**config.mk**
```make
export PLATFORM = sky130hd
export DESIGN_NAME = ex_result_stage_flat
export DESIGN_NICKNAME = d
export VERILOG_FILES = /design/src/rtl/ex_result_stage_if.sv /design/src/rtl/ex_result_stage.sv /design/src/flat_wrapper.sv
export SDC_FILE = /design/constraint.sdc
export NUM_CORES = 1
export LEC_CHECK = 0
export ABC_AREA = 1
export ABC_CLOCK_PERIOD_IN_PS = 2300
export CAP_MARGIN = 25
export CORE_MARGIN = 2
export CORE_UTILIZATION = 40
export DETAILED_ROUTE_END_ITERATION = 8
export PLACE_DENSITY = 0.77
export SYNTH_ARGS = -nofsm -noshare
export SYNTH_HDL_FRONTEND = slang
export SYNTH_SLANG_ARGS = --single-unit
export TNS_END_PERCENT = 50
```
**constraint.sdc**
```tcl
create_clock -name i_clk -period 2.3 [get_ports i_clk]
set_input_delay 0.345 -clock i_clk [delete_from_list [all_inputs] [get_ports i_clk]]
set_output_delay 0.345 -clock i_clk [all_outputs]
set_load 0.05 [all_outputs]
```
**src/rtl/ex_result_stage_if.sv**
```systemverilog
// Bundle between the ALU/decode side, the EX result stage and MEM/fetch.
// slave: stage side (i_* in, o_* out); master: driver side (i_* out, o_* in).
interface ex_result_stage_if #(
   parameter int DATA_WIDTH = 32,
   parameter int RD_WIDTH   = 5
);
   logic                  i_flush;
   logic                  i_valid;
   logic                  o_ready;
   logic [DATA_WIDTH-1:0] i_result;
   logic                  i_zf;
   logic                  i_cf;
   logic                  i_of;
   logic                  i_sf;
   logic [RD_WIDTH-1:0]   i_rd;
   logic                  i_wb_en;
   logic                  i_is_branch;
   logic [2:0]            i_funct3;
   logic [DATA_WIDTH-1:0] i_target;
   logic                  o_valid;
   logic                  i_ready;
   logic [DATA_WIDTH-1:0] o_result;
   logic [RD_WIDTH-1:0]   o_rd;
   logic                  o_wb_en;
   logic                  o_br_taken;
   logic [DATA_WIDTH-1:0] o_br_target;

   modport slave (
      input  i_flush, i_valid, i_result,
      input  i_zf, i_cf, i_of, i_sf,
      input  i_rd, i_wb_en, i_is_branch,
      input  i_funct3, i_target, i_ready,
      output o_ready, o_valid, o_result,
      output o_rd, o_wb_en, o_br_taken,
      output o_br_target
   );

   modport master (
      output i_flush, i_valid, i_result,
      output i_zf, i_cf, i_of, i_sf,
      output i_rd, i_wb_en, i_is_branch,
      output i_funct3, i_target, i_ready,
      input  o_ready, o_valid, o_result,
      input  o_rd, o_wb_en, o_br_taken,
      input  o_br_target
   );
endinterface

```
**src/rtl/ex_result_stage.sv**
```systemverilog
// EX->MEM stage: 2-entry skid buffer for ALU result, branch decision, rd/wb.
// Ports: i_clk, i_rst (sync, active-high), bus (ex_result_stage_if.slave).
module ex_result_stage #(
   parameter int DATA_WIDTH = 32,
   parameter int RD_WIDTH   = 5
) (
   input logic               i_clk,
   input logic               i_rst,
   ex_result_stage_if.slave  bus
);

   typedef struct packed {
      logic [DATA_WIDTH-1:0] result;
      logic [RD_WIDTH-1:0]   rd;
      logic                  wb_en;
      logic                  br_taken;
      logic [DATA_WIDTH-1:0] target;
   } entry_t;

   entry_t main_q, main_d;
   entry_t skid_q, skid_d;
   entry_t new_entry;
   logic   main_vld_q, main_vld_d;
   logic   skid_vld_q, skid_vld_d;
   logic   br_cond;
   logic   accept;
   logic   pop;

   // Branches run through the ALU as i_a - i_b, so the
   // comparison falls out of the subtract flags.
   always_comb begin
      br_cond = 1'b0;
      case (bus.i_funct3)
         3'b000:  br_cond = bus.i_zf;
         3'b001:  br_cond = ~bus.i_zf;
         3'b100:  br_cond = bus.i_sf ^ bus.i_of;
         3'b101:  br_cond = ~(bus.i_sf ^ bus.i_of);
         3'b110:  br_cond = ~bus.i_cf;
         3'b111:  br_cond = bus.i_cf;
         default: br_cond = 1'b0;
      endcase
   end

   always_comb begin
      new_entry          = '0;
      new_entry.result   = bus.i_result;
      new_entry.rd       = bus.i_rd;
      new_entry.wb_en    = bus.i_wb_en & (bus.i_rd != '0);
      new_entry.br_taken = bus.i_is_branch & br_cond;
      new_entry.target   = bus.i_target;
   end

   // Ready depends only on skid occupancy, which cuts the
   // combinational path from downstream i_ready.
   assign accept = bus.i_valid & ~skid_vld_q;
   assign pop    = main_vld_q & bus.i_ready;

   always_comb begin
      main_d     = main_q;
      skid_d     = skid_q;
      main_vld_d = main_vld_q;
      skid_vld_d = skid_vld_q;
      if (bus.i_flush) begin
         main_vld_d = 1'b0;
         skid_vld_d = 1'b0;
      end else if (skid_vld_q) begin
         // Skid full implies main full and no accept.
         if (pop) begin
            main_d     = skid_q;
            skid_vld_d = 1'b0;
         end
      end else if (accept) begin
         if (!main_vld_q || pop) begin
            main_d     = new_entry;
            main_vld_d = 1'b1;
         end else begin
            skid_d     = new_entry;
            skid_vld_d = 1'b1;
         end
      end else if (pop) begin
         main_vld_d = 1'b0;
      end
   end

   always_ff @(posedge i_clk) begin
      if (i_rst) begin
         main_q     <= '0;
         skid_q     <= '0;
         main_vld_q <= 1'b0;
         skid_vld_q <= 1'b0;
      end else begin
         main_q     <= main_d;
         skid_q     <= skid_d;
         main_vld_q <= main_vld_d;
         skid_vld_q <= skid_vld_d;
      end
   end

   assign bus.o_ready     = ~skid_vld_q;
   assign bus.o_valid     = main_vld_q;
   assign bus.o_result    = main_q.result;
   assign bus.o_rd        = main_q.rd;
   assign bus.o_wb_en     = main_q.wb_en;
   assign bus.o_br_taken  = main_q.br_taken;
   assign bus.o_br_target = main_q.target;

endmodule

```
**src/flat_wrapper.sv**
```systemverilog
// flat-port wrapper written by rule: the top's interface ports become plain ports
module ex_result_stage_flat 
#(
   parameter int DATA_WIDTH = 32,
   parameter int RD_WIDTH   = 5
)
  (i_clk, i_rst, bus_i_flush, bus_i_valid, bus_i_result, bus_i_zf, bus_i_cf, bus_i_of, bus_i_sf, bus_i_rd, bus_i_wb_en, bus_i_is_branch, bus_i_funct3, bus_i_target, bus_i_ready, bus_o_ready, bus_o_valid, bus_o_result, bus_o_rd, bus_o_wb_en, bus_o_br_taken, bus_o_br_target);
  ex_result_stage_if #(.DATA_WIDTH(DATA_WIDTH), .RD_WIDTH(RD_WIDTH)) bus_i ();
  input logic i_clk;
  input logic i_rst;
  input wire logic [$bits(bus_i.i_flush)-1:0] bus_i_flush;
  input wire logic [$bits(bus_i.i_valid)-1:0] bus_i_valid;
  input wire logic [$bits(bus_i.i_result)-1:0] bus_i_result;
  input wire logic [$bits(bus_i.i_zf)-1:0] bus_i_zf;
  input wire logic [$bits(bus_i.i_cf)-1:0] bus_i_cf;
  input wire logic [$bits(bus_i.i_of)-1:0] bus_i_of;
  input wire logic [$bits(bus_i.i_sf)-1:0] bus_i_sf;
  input wire logic [$bits(bus_i.i_rd)-1:0] bus_i_rd;
  input wire logic [$bits(bus_i.i_wb_en)-1:0] bus_i_wb_en;
  input wire logic [$bits(bus_i.i_is_branch)-1:0] bus_i_is_branch;
  input wire logic [$bits(bus_i.i_funct3)-1:0] bus_i_funct3;
  input wire logic [$bits(bus_i.i_target)-1:0] bus_i_target;
  input wire logic [$bits(bus_i.i_ready)-1:0] bus_i_ready;
  output wire logic [$bits(bus_i.o_ready)-1:0] bus_o_ready;
  output wire logic [$bits(bus_i.o_valid)-1:0] bus_o_valid;
  output wire logic [$bits(bus_i.o_result)-1:0] bus_o_result;
  output wire logic [$bits(bus_i.o_rd)-1:0] bus_o_rd;
  output wire logic [$bits(bus_i.o_wb_en)-1:0] bus_o_wb_en;
  output wire logic [$bits(bus_i.o_br_taken)-1:0] bus_o_br_taken;
  output wire logic [$bits(bus_i.o_br_target)-1:0] bus_o_br_target;
  assign bus_i.i_flush = bus_i_flush;
  assign bus_i.i_valid = bus_i_valid;
  assign bus_i.i_result = bus_i_result;
  assign bus_i.i_zf = bus_i_zf;
  assign bus_i.i_cf = bus_i_cf;
  assign bus_i.i_of = bus_i_of;
  assign bus_i.i_sf = bus_i_sf;
  assign bus_i.i_rd = bus_i_rd;
  assign bus_i.i_wb_en = bus_i_wb_en;
  assign bus_i.i_is_branch = bus_i_is_branch;
  assign bus_i.i_funct3 = bus_i_funct3;
  assign bus_i.i_target = bus_i_target;
  assign bus_i.i_ready = bus_i_ready;
  assign bus_o_ready = bus_i.o_ready;
  assign bus_o_valid = bus_i.o_valid;
  assign bus_o_result = bus_i.o_result;
  assign bus_o_rd = bus_i.o_rd;
  assign bus_o_wb_en = bus_i.o_wb_en;
  assign bus_o_br_taken = bus_i.o_br_taken;
  assign bus_o_br_target = bus_i.o_br_target;
  ex_result_stage #(.DATA_WIDTH(DATA_WIDTH), .RD_WIDTH(RD_WIDTH)) u_core (.i_clk(i_clk), .i_rst(i_rst), .bus(bus_i));
endmodule
```
**Word level (Yosys, flattened, before mapping)**

Cells that the tools add are included.

- Register bits: 144
- Latch bits: 0
- RAM bits: 0
- Bits in read-only memories: 0
- Bits of input ports: 83
- Output and inout port bits: 73
- Logic and storage cells: 53
- Memories: 0

- $add $sub $neg: 0
- $mul: 0
- Div/mod/pow operators: 0
- Magnitude comparators: 0
- Eq/ne operators: 7
- Shift operators: 0
- Multiplexer cells: 12
- Bitwise gates (word level): 11
- Reductions and logical operators: 11

Operators by type and width:

| operator | count |
|---|---|
| 71-bit 2-to-1 mux | 4 |
| 3-bit equality test, second input constant | 4 |
| 4-bit AND reduction | 2 |
| 1-bit 2-to-1 mux | 7 |
| 1-bit NOT | 6 |
| 1-bit case mux with 6 select lines | 1 |
| 2-bit nonzero test | 3 |
| 5-bit nonzero test | 1 |
| 1-bit bitwise AND | 4 |
| 2-bit inequality test, second input constant | 2 |
| 3-bit by 1-bit equality test with 1-bit output, second input constant | 1 |
| 3-bit logical NOT | 1 |
| 3-bit AND reduction | 1 |
| 2-bit OR reduction | 1 |
| 1-bit logical NOT | 1 |
| 1-bit logical OR | 1 |
| 1-bit XOR | 1 |

**Depth between registers and ports, before layout**

Gate-level depths: netlist of run 1.

- Word-level depth: 7
- Gate-level depth with buffers: 10
- Gate-level depth less buffers: 9

**Worst setup path before layout of run 1**

Ideal clock, no wire load.

- Kind: reg-to-reg
- Start point: reg u_core.main_vld_q (netlist: u_core.bus.o_valid)
- End point: reg u_core.skid_q[10] (netlist name)
- Library setup time: 0.116 ns
- Data arrival time: 1.620 ns
- Setup slack: 0.564 ns
- Stages on the path, launching flop included: 10
- Clock period less this slack: 1.736 ns
- Cell sequence: dfxtp_1 inv_1 nor2_1 nand2_1 nor2_4 inv_2 buf_6 buf_2 nor2_1 nor2_1

- Longest elaborated chain between the ends: 4
- Elaborated cells on any way between the ends: 5
- Classes of those cells: 2 x bitwise; 3 x reduce/logical

Ends and longest elaborated chain:

| item | line | source |
|---|---|---|
| start: declaration | ex_result_stage.sv:23 | `logic main_vld_q, main_vld_d;` |
| start signal: assignment | ex_result_stage.sv:94 | `main_vld_q <= main_vld_d;` |
| 1-bit bitwise AND / 1-bit logical NOT (equally long branches) | ex_result_stage.sv:56, ex_result_stage.sv:73 |  |
| 1-bit logical OR * | ex_result_stage.sv:73 | `if (!main_vld_q \|\| pop) begin` |
| 1-bit NOT (no line) * | - |  |
| 4-bit AND reduction (no line) * | - |  |
| end signal: assignment | ex_result_stage.sv:93 | `skid_q <= skid_d;` |
| end: declaration | ex_result_stage.sv:21 | `entry_t skid_q, skid_d;` |

Mark *: on every way between the ends. The rest lies on a longest branch, timed or not.
A chain may end at the register's enable or synchronous reset.

**Final worst setup path of run 1**

- Start point: reg u_core.main_q (netlist bit u_core.bus.o_br_target[29])
- End point: out bus_o_br_target[29]

RTL lines:

| item | line | source |
|---|---|---|
| start: declaration | ex_result_stage.sv:20 | `entry_t main_q, main_d;` |
| start signal: assignment | ex_result_stage.sv:92 | `main_q <= main_d;` |
| end: declaration | flat_wrapper.sv:30 | `output wire logic [$bits(bus_i.o_br_target)-1:0] bus_o_br_target;` |

No word-level cell between the ends.

==> reports/metrics.csv, run 1 <==
metric;value;unit
cp-start-kind;register;
cts_resized;0;
hp-class;register to register;
postRouteAntennaNets;0;
synth.largest_area_cell;dfxtp_1;
root_buffer;clkbuf_16;
routed_wl;14.67;mm
place_ws;0.3383;ns
status;completed;
cts_hold_buffers;0;
holdPathEnd;u_core.bus.o_result[4];
wl_per_cell;13.37;um
ys_seq_area_share;49.41;%
post-dp-hpwl;8.957;mm
grt_pass1_vias;5013;
routabilityCongestion;0.7448;
max_stage_delay;0.83;ns
cts_buffers;17;
synth_edf_count;0;
crit_buf_inv;1;
post-route-drc-count;0;
clk_pin_slew;0.06;ns
dr.pass1.iters;4;
arrival;1.61;ns
vias;5469;
postCtsSetupRepairBufs;0;
rsz0062_at_grt;false;
nets;983;
syn_area_per_cell;7.518;um^2
synthFlopType;dfxtp_1;
fin_ws;0.3480;ns
synth_top_family_by_area;compound AO/OA/AOI/OAI gates;
crit_path_cell_trace;clkdlybuf4s50_1;
final-max-slew-violation-count;0;
start_util;40.60;%
worst_r2r_path_depth;7;
h-tree-depth;4;
die_x;124.8;um
dieArea;0.01557;mm^2
diodes;0;
syn_area;0.005834;mm^2
yosysTopAreaCellShare;49.41;%
synthMuxAreaShare;0;%
ys_ff_latch;144;
period_needed;1.952;ns
ff_latch_area;0.002887;mm^2
leakagePower;3.556;nW
core_area;0.01437;mm^2
path_delay_family;buffers and inverters;
dr.first_iter.drc_count;315;
maxCapViolations;0;
grt_max_degree;105;
synth.most_common_cell;nor2_1;
setup_violations;0;
min_path_cells;2;
ctsLongestPathBuffers;2;
pin_count;156;
critPathMaxFanout;2;
tightest_slew;0.7082;ns
cts_tree;yes;
viasPerCell;4.985;
multi_input_area;0.002516;mm^2
finalHoldViolCount;0;
critPathKind;register to output pin;
r2r-start;u_core.bus.o_valid;
num_rows;44;
yosysWarnings;0;
setup_tns;0;ns
grt_antenna_before_repair;0;
hold_path_startpoint;u_core.bus.o_result[4];
grt_pass1_wl;24.33;mm
yosys.area_share.simple;21.40;%
endpoint_kind;output pin;
cp_slowest_cell;clkdlybuf4s50_1;
synth_compound_area_share;21.72;%
synth_cell_type_count;20;
ir_drop;0.4504;mV
drive_above_1_share;5.148;%
clock_latency;0.41;ns
grt_overflow;0;
track_usage;18.99;%
p_per_area;775.6;mW/mm^2
synthAdderAreaFrac;0;%
fin_crit_sh;84.87;%
rrSetupSlack;0.75;ns
synth-xor-area-share;0;%
io_buffers;155;
synthCells;776;
critPathRequiredTime;1.96;ns
die_height;124.8;um
syn_nets;859;
finalPower;6.256;mW
relSlewSlack;52.78;%
fill_cells;1312;
synth.area.top_cells;dfxtp_1 49%, o21ai_0 11%, nor2_1 9.5%;
cts_sinks;144;
rr_endpoint;u_core.skid_q[53];
synthTopCellsByCount;147 x nor2_1, 144 x dfxtp_1, 127 x o21ai_0;
finalClockSkew;0.005366;ns
area_growth;38.24;%
async_reset_ff_share;0;%
fmax;512.3;MHz
power by group:
group	leakage, nW	switching, mW	internal (mW)
logic	2.09	0.567	0.383
clock network	0.287	0.994	1.65
registers	1.18	0.0560	2.60
cells in the final DEF, fill, tap and decap left out, drive strengths merged:
cell,netlist,final
nand2,123,123
nor2,148,148
inv,44,42
clkbuf,32,27
clkdlybuf4s50,0,154
a21oi,38,38
bufinv,0,1
buf,27,10
clkinv,0,6
dfxtp,144,144
o21bai,1,1
or2,1,1
o21ai,137,137
nand3,43,43
o211a,38,38
per-layer routing:
metal | track usage [%] | part of all wire, % | up-vias
li1 | - | - | 2795
met1 | 26.21 | 49 | 2502
met2 | 28.64 | 44 | 163
met3 | 5.928 | 6.8 | 9
met4 | 5.354 | 0.58 | 0
met5 | 0 | 0 | -
worst max-delay path by stage:
stage / slack, ns / start / cells past startpoint / end
global route: 0.28 / u_core.bus.o_br_taken / 1 / bus_o_br_taken
CTS: 0.31 / u_core.bus.o_br_taken / 1 / bus_o_br_taken
finish: 0.35 / u_core.bus.o_br_target[29] / 1 / bus_o_br_target[29]
floorplan: 0.56 / u_core.bus.o_valid / 9 / u_core.skid_q[10]
global placement: 0.37 / bus_i_ready / 7 / u_core.skid_q[14]
detailed placement: 0.34 / bus_i_ready / 7 / u_core.skid_q[53]
tightest hold or removal path: stages (launching register included):
cell and delay, ns:
dfxtp_1 0.32, nor2_1 0.04, nor2_1 0.08
flip-flops by register name (all words and copies together) (netlist names):
| register | count |
|---|---|
| u_core.skid_vld_q | 1 |
| u_core.bus.o_valid | 1 |
| u_core.bus.o_wb_en | 1 |
| u_core.bus.o_result | 32 |
| u_core.bus.o_rd | 5 |
| u_core.bus.o_br_target | 32 |
| u_core.bus.o_br_taken | 1 |
| u_core.skid_q | 71 |
through the flow:
| step | cell area [um^2] | util (%) | instances | hold slack [ns] |
|---|---|---|---|---|
| 3_5_place_dp | 7492 | 52.14 | 1065 | 0.4718 |
| 5_1_grt | 8065 | 56.13 | 1097 | 0.4840 |
| 4_1_cts | 8065 | 56.13 | 1097 | 0.4628 |
| 6_report | 8065 | 56.13 | 1097 | 0.4779 |
| 3_3_place_gp | 7492 | 52.14 | 1065 | 0.4610 |
| 2_1_floorplan | 5834 | - | 776 | 0.4619 |
cell families (layout without fill, tap and decap cells):
| logic type | count (synthesis) | in the layout |
|---|---|---|
| buffers and inverters | 103 | 240 |
| AND/OR/NAND/NOR | 315 | 315 |
| flip-flops | 144 | 144 |
| AO/OA/AOI/OAI | 214 | 214 |
final cells by class:
cell class / count / area share [%]
clock buffers: 27 / 6.485
flip-flops and latches: 144 / 35.79
well taps: 184 / 2.854
inverters: 44 / 2.079
multi-input cells: 529 / 31.20
clock inverters: 5 / 0.6205
repair buffers: 164 / 20.97
No activity file was read; power rests on OpenSTA's default activity.
==> run 2, diff against run 1 <==
Settings changed: ABC_CLOCK_PERIOD_IN_PS 2300 to 1900.
Clock period 2.3 ns to 1.9 ns, I/O delays scaled along.
==> reports/metrics.csv, run 2 (synthesis results as in run 1) <==
metric;value;unit
grt_overflow;0;
io_buffers;155;
fmax;540.2;MHz
cts_buffers;17;
largest_reg_flops;71;
leakagePower;3.769;nW
clk_pin_slew;0.06;ns
cp-start-kind;register;
final_common_cell;nor2_1;
h-tree-depth;4;
die_x;124.8;um
critPathRequiredTime;1.62;ns
critPathKind;register to output pin;
pin_count;156;
dr.pass1.iters;5;
routabilityCongestion;0.7533;
worst_r2r_path_depth;7;
min_path_cells;3;
core_area;0.01437;mm^2
track_usage;18.96;%
dr.first_iter.drc_count;406;
grt_pass1_wl;24.38;mm
ir_drop;0.5498;mV
largest_register;u_core.skid_q;
wl_per_cell;13.31;um
drive_above_1_share;6.094;%
num_rows;44;
tightest_slew;0.5274;ns
diodes;0;
finalHoldViolCount;0;
setup_tns;0;ns
grt_pass1_vias;4888;
vias;5464;
fin_crit_sh;97.43;%
placed_area;0.007552;mm^2
endpoint_kind;output pin;
rsz0062_at_grt;false;
final-max-slew-violation-count;0;
viasPerCell;4.954;
utilization;56.84;%
cts_sinks;144;
setup_violations;0;
maxCapViolations;0;
finalClockSkew;0.006555;ns
root_buffer;clkbuf_16;
final_cell_area;0.008168;mm^2
routed_wl;14.69;mm
die_height;124.8;um
cp.depth;1;
p_per_area;936.7;mW/mm^2
grt_max_degree;105;
max_stage_delay;0.82;ns
fin_hold_ws;0.4360;ns
post-route-drc-count;0;
arrival;1.57;ns
crit_path_cell_trace;clkdlybuf4s50_1;
status;completed;
cp_slowest_cell;clkdlybuf4s50_1;
dieArea;0.01557;mm^2
cts_tree;yes;
start_util;40.60;%
crit_buf_inv;1;
postRouteAntennaNets;0;
finalPower;7.651;mW
grt_antenna_before_repair;0;
period_needed;1.851;ns
path_delay_family;buffers and inverters;
nets;989;
area_growth;40.00;%
cts_hold_buffers;0;
mostFrequentLayoutCells;147 x nor2_1, 143 x dfxtp_1, 139 x clkdlybuf4s50_1;
ctsLongestPathBuffers;2;
hp-class;input pin to register;
post-dp-hpwl;9.124;mm
clock_latency;0.41;ns
critPathMaxFanout;2;
postCtsSetupRepairBufs;0;
relSlewSlack;64.73;%
run 2: where the power goes:
part | total (mW) | switching (mW) | internal (mW)
Sequential | 3.22 | 0.0679 | 3.15
Combinational | 1.15 | 0.686 | 0.466
Clock | 3.28 | 1.18 | 2.10
run 2: final timing paths:
path	start	endpoint	slack [ns]
min	bus_i_result[25]	u_core.skid_q[64]	0.44
max	u_core.bus.o_br_target[21]	bus_o_br_target[21]	0.05
min reg2reg	u_core.bus.o_result[17]	u_core.bus.o_result[17]	0.48
max reg2reg	u_core.bus.o_valid	u_core.skid_q[38]	0.35
run 2: cell type report:
class	instances	area, um^2
fill	1311	6201
inverter	44	167.7
tap	184	230.2
sequential	144	2887
clock buffer	27	513.0
multi-input combinational	529	2516
timing repair buffer	170	1779
clock inverter	5	75.07
run 2: repair_timing:
action / in CTS / in global routing
gates resized for setup: 1 / 11
hold endpoints to repair: 0 / 0
setup endpoints to repair: 1 / 11
cloned: 0 / 0
run 2: per-layer routing:
metal | vias up | wire [um] | global-route usage [%]
met5 | - | 0 | 0
met4 | 0 | 140 | 5.354
met3 | 14 | 1071 | 4.811
met2 | 202 | 6500 | 28.74
met1 | 2436 | 6974 | 26.77
li1 | 2812 | - | -
run 2: through the flow:
| stage | setup slack (ns) | instances |
|---|---|---|
| global route | 0.001747 | 1103 |
| detailed placement | -0.004213 | 1071 |
| finish | 0.04876 | 1103 |
| CTS | 0.006316 | 1103 |
| global placement | 0.06086 | 1071 |
| floorplan | 0.1642 | 776 |
==> run 3, diff against run 2 <==
Settings changed: CORE_MARGIN 2 to default.
==> reports/metrics.csv, run 3 (synthesis results as in run 1) <==
metric;value;unit
status;completed;
crit_start;u_core.bus.o_br_target[15];
critPathKind;register to output pin;
core_area;0.01404;mm^2
clk_pin_slew;0.06;ns
nets;989;
tightest_slew;0.5363;ns
clock_power_share;43.5;%
final_common_cell;nor2_1;
cts_sinks;144;
finalPower;7.731;mW
pin_count;156;
relSlewSlack;64.19;%
fin_ws;0.01633;ns
crit_path_cell_trace;clkdlybuf4s50_1;
num_rows;43;
grt_max_degree;79;
fin_crit_sh;99.14;%
critPathMaxFanout;2;
utilization;58.63;%
h-tree-depth;4;
arrival;1.60;ns
path_delay_family;buffers and inverters;
cts_tree;yes;
drive_above_1_share;5.991;%
diodes;0;
post-dp-hpwl;9.036;mm
ir_drop;0.5721;mV
fin_cells;1098;
largest_register;u_core.skid_q;
root_buffer;clkbuf_16;
vias;5488;
finalClockSkew;0.01226;ns
setup_tns;0;ns
post-route-drc-count;0;
wl_per_cell;13.31;um
leakagePower;3.936;nW
grt_overflow;0;
max_stage_delay;0.82;ns
p_int;5.793;mW
p_sw_share;25.06;%
dr.pass1.iters;6;
start_util;41.55;%
maxCapViolations;0;
track_usage;20.09;%
combPwrFrac;14.9;%
placed_cells;1067;
power.switching;1.938;mW
routed_wl;14.62;mm
p_per_area;939.0;mW/mm^2
rsz0062_at_grt;false;
finalHoldViolCount;0;
clock_latency;0.42;ns
grt_pass1_wl;23.67;mm
cts_hold_buffers;0;
grt_antenna_before_repair;0;
die_height;122.8;um
hold_path_startpoint;bus_i_result[25];
endpoint_kind;output pin;
routabilityCongestion;0.7592;
cp_slowest_cell;clkdlybuf4s50_1;
fmax;530.9;MHz
grt_pass1_vias;5029;
r2r-start;u_core.bus.o_valid;
largest_reg_flops;71;
critPathRequiredTime;1.62;ns
die_x;122.8;um
period_needed;1.884;ns
p_seq_share;41.6;%
cp-start-kind;register;
postRouteAntennaNets;0;
io_buffers;155;
viasPerCell;4.998;
area_growth;41.11;%
mostFrequentLayoutCells;147 x nor2_1, 143 x dfxtp_1, 131 x clkdlybuf4s50_1;
dieArea;0.01507;mm^2
setup_violations;0;
place_ws;0.08208;ns
ctsLongestPathBuffers;2;
dr.first_iter.drc_count;374;
hp-class;input pin to register;
crit_buf_inv;1;
final-max-slew-violation-count;0;
cts_buffers;17;
[run 3: timing repair]
action	in CTS	in global routing
setup buffers	0	0
resized for setup	0	21
endpoints found under the setup margin	0	21
[run 3: final timing paths]
path                            depth (start not counted)  slack [ns]                      end
worst max-delay path                                    1        0.02      bus_o_br_target[15]
worst min-delay path                                    3        0.42        u_core.skid_q[64]
worst max register to register                          7        0.40        u_core.skid_q[57]
worst min register to register                          2        0.48  u_core.bus.o_result[16]
[run 3: power by group through the flow]
stage | clock network (mW) | registers (mW) | logic, mW
after floorplan | 0 | 3.64 | 0.312
after global placement | 0 | 3.28 | 1.15
after detailed placement | 0 | 3.28 | 1.16
after CTS | 3.42 | 3.22 | 1.16
after global routing | 3.56 | 3.23 | 1.24
final | 3.36 | 3.22 | 1.15
[run 3: per-layer routing]
| layer | up-vias | part of all wire, % | wire length [um] | track usage, % |
|---|---|---|---|---|
| met5 | - | 0 | 0 | 0 |
| met4 | 0 | 0.92 | 134 | 6.174 |
| met1 | 2489 | 47 | 6858 | 25.69 |
| li1 | 2810 | - | - | - |
| met3 | 11 | 6.6 | 958 | 5.623 |
| met2 | 178 | 46 | 6664 | 32.65 |
[run 3: layout make-up]
type,count,area (um^2)
clock buffer,27,534.3
inverter,44,167.7
sequential,144,2887
clock inverter,4,70.07
timing repair buffer,170,1833
fill,1239,5809
multi-input combinational,529,2516
tap,180,225.2
[run 3: through the flow]
step	hold WS, ns	area [um^2]
floorplan	0.4199	5834
finish	0.4201	8233
global route	0.4363	8233
global placement	0.4614	7575
CTS	0.4111	8179
detailed placement	0.4716	7575
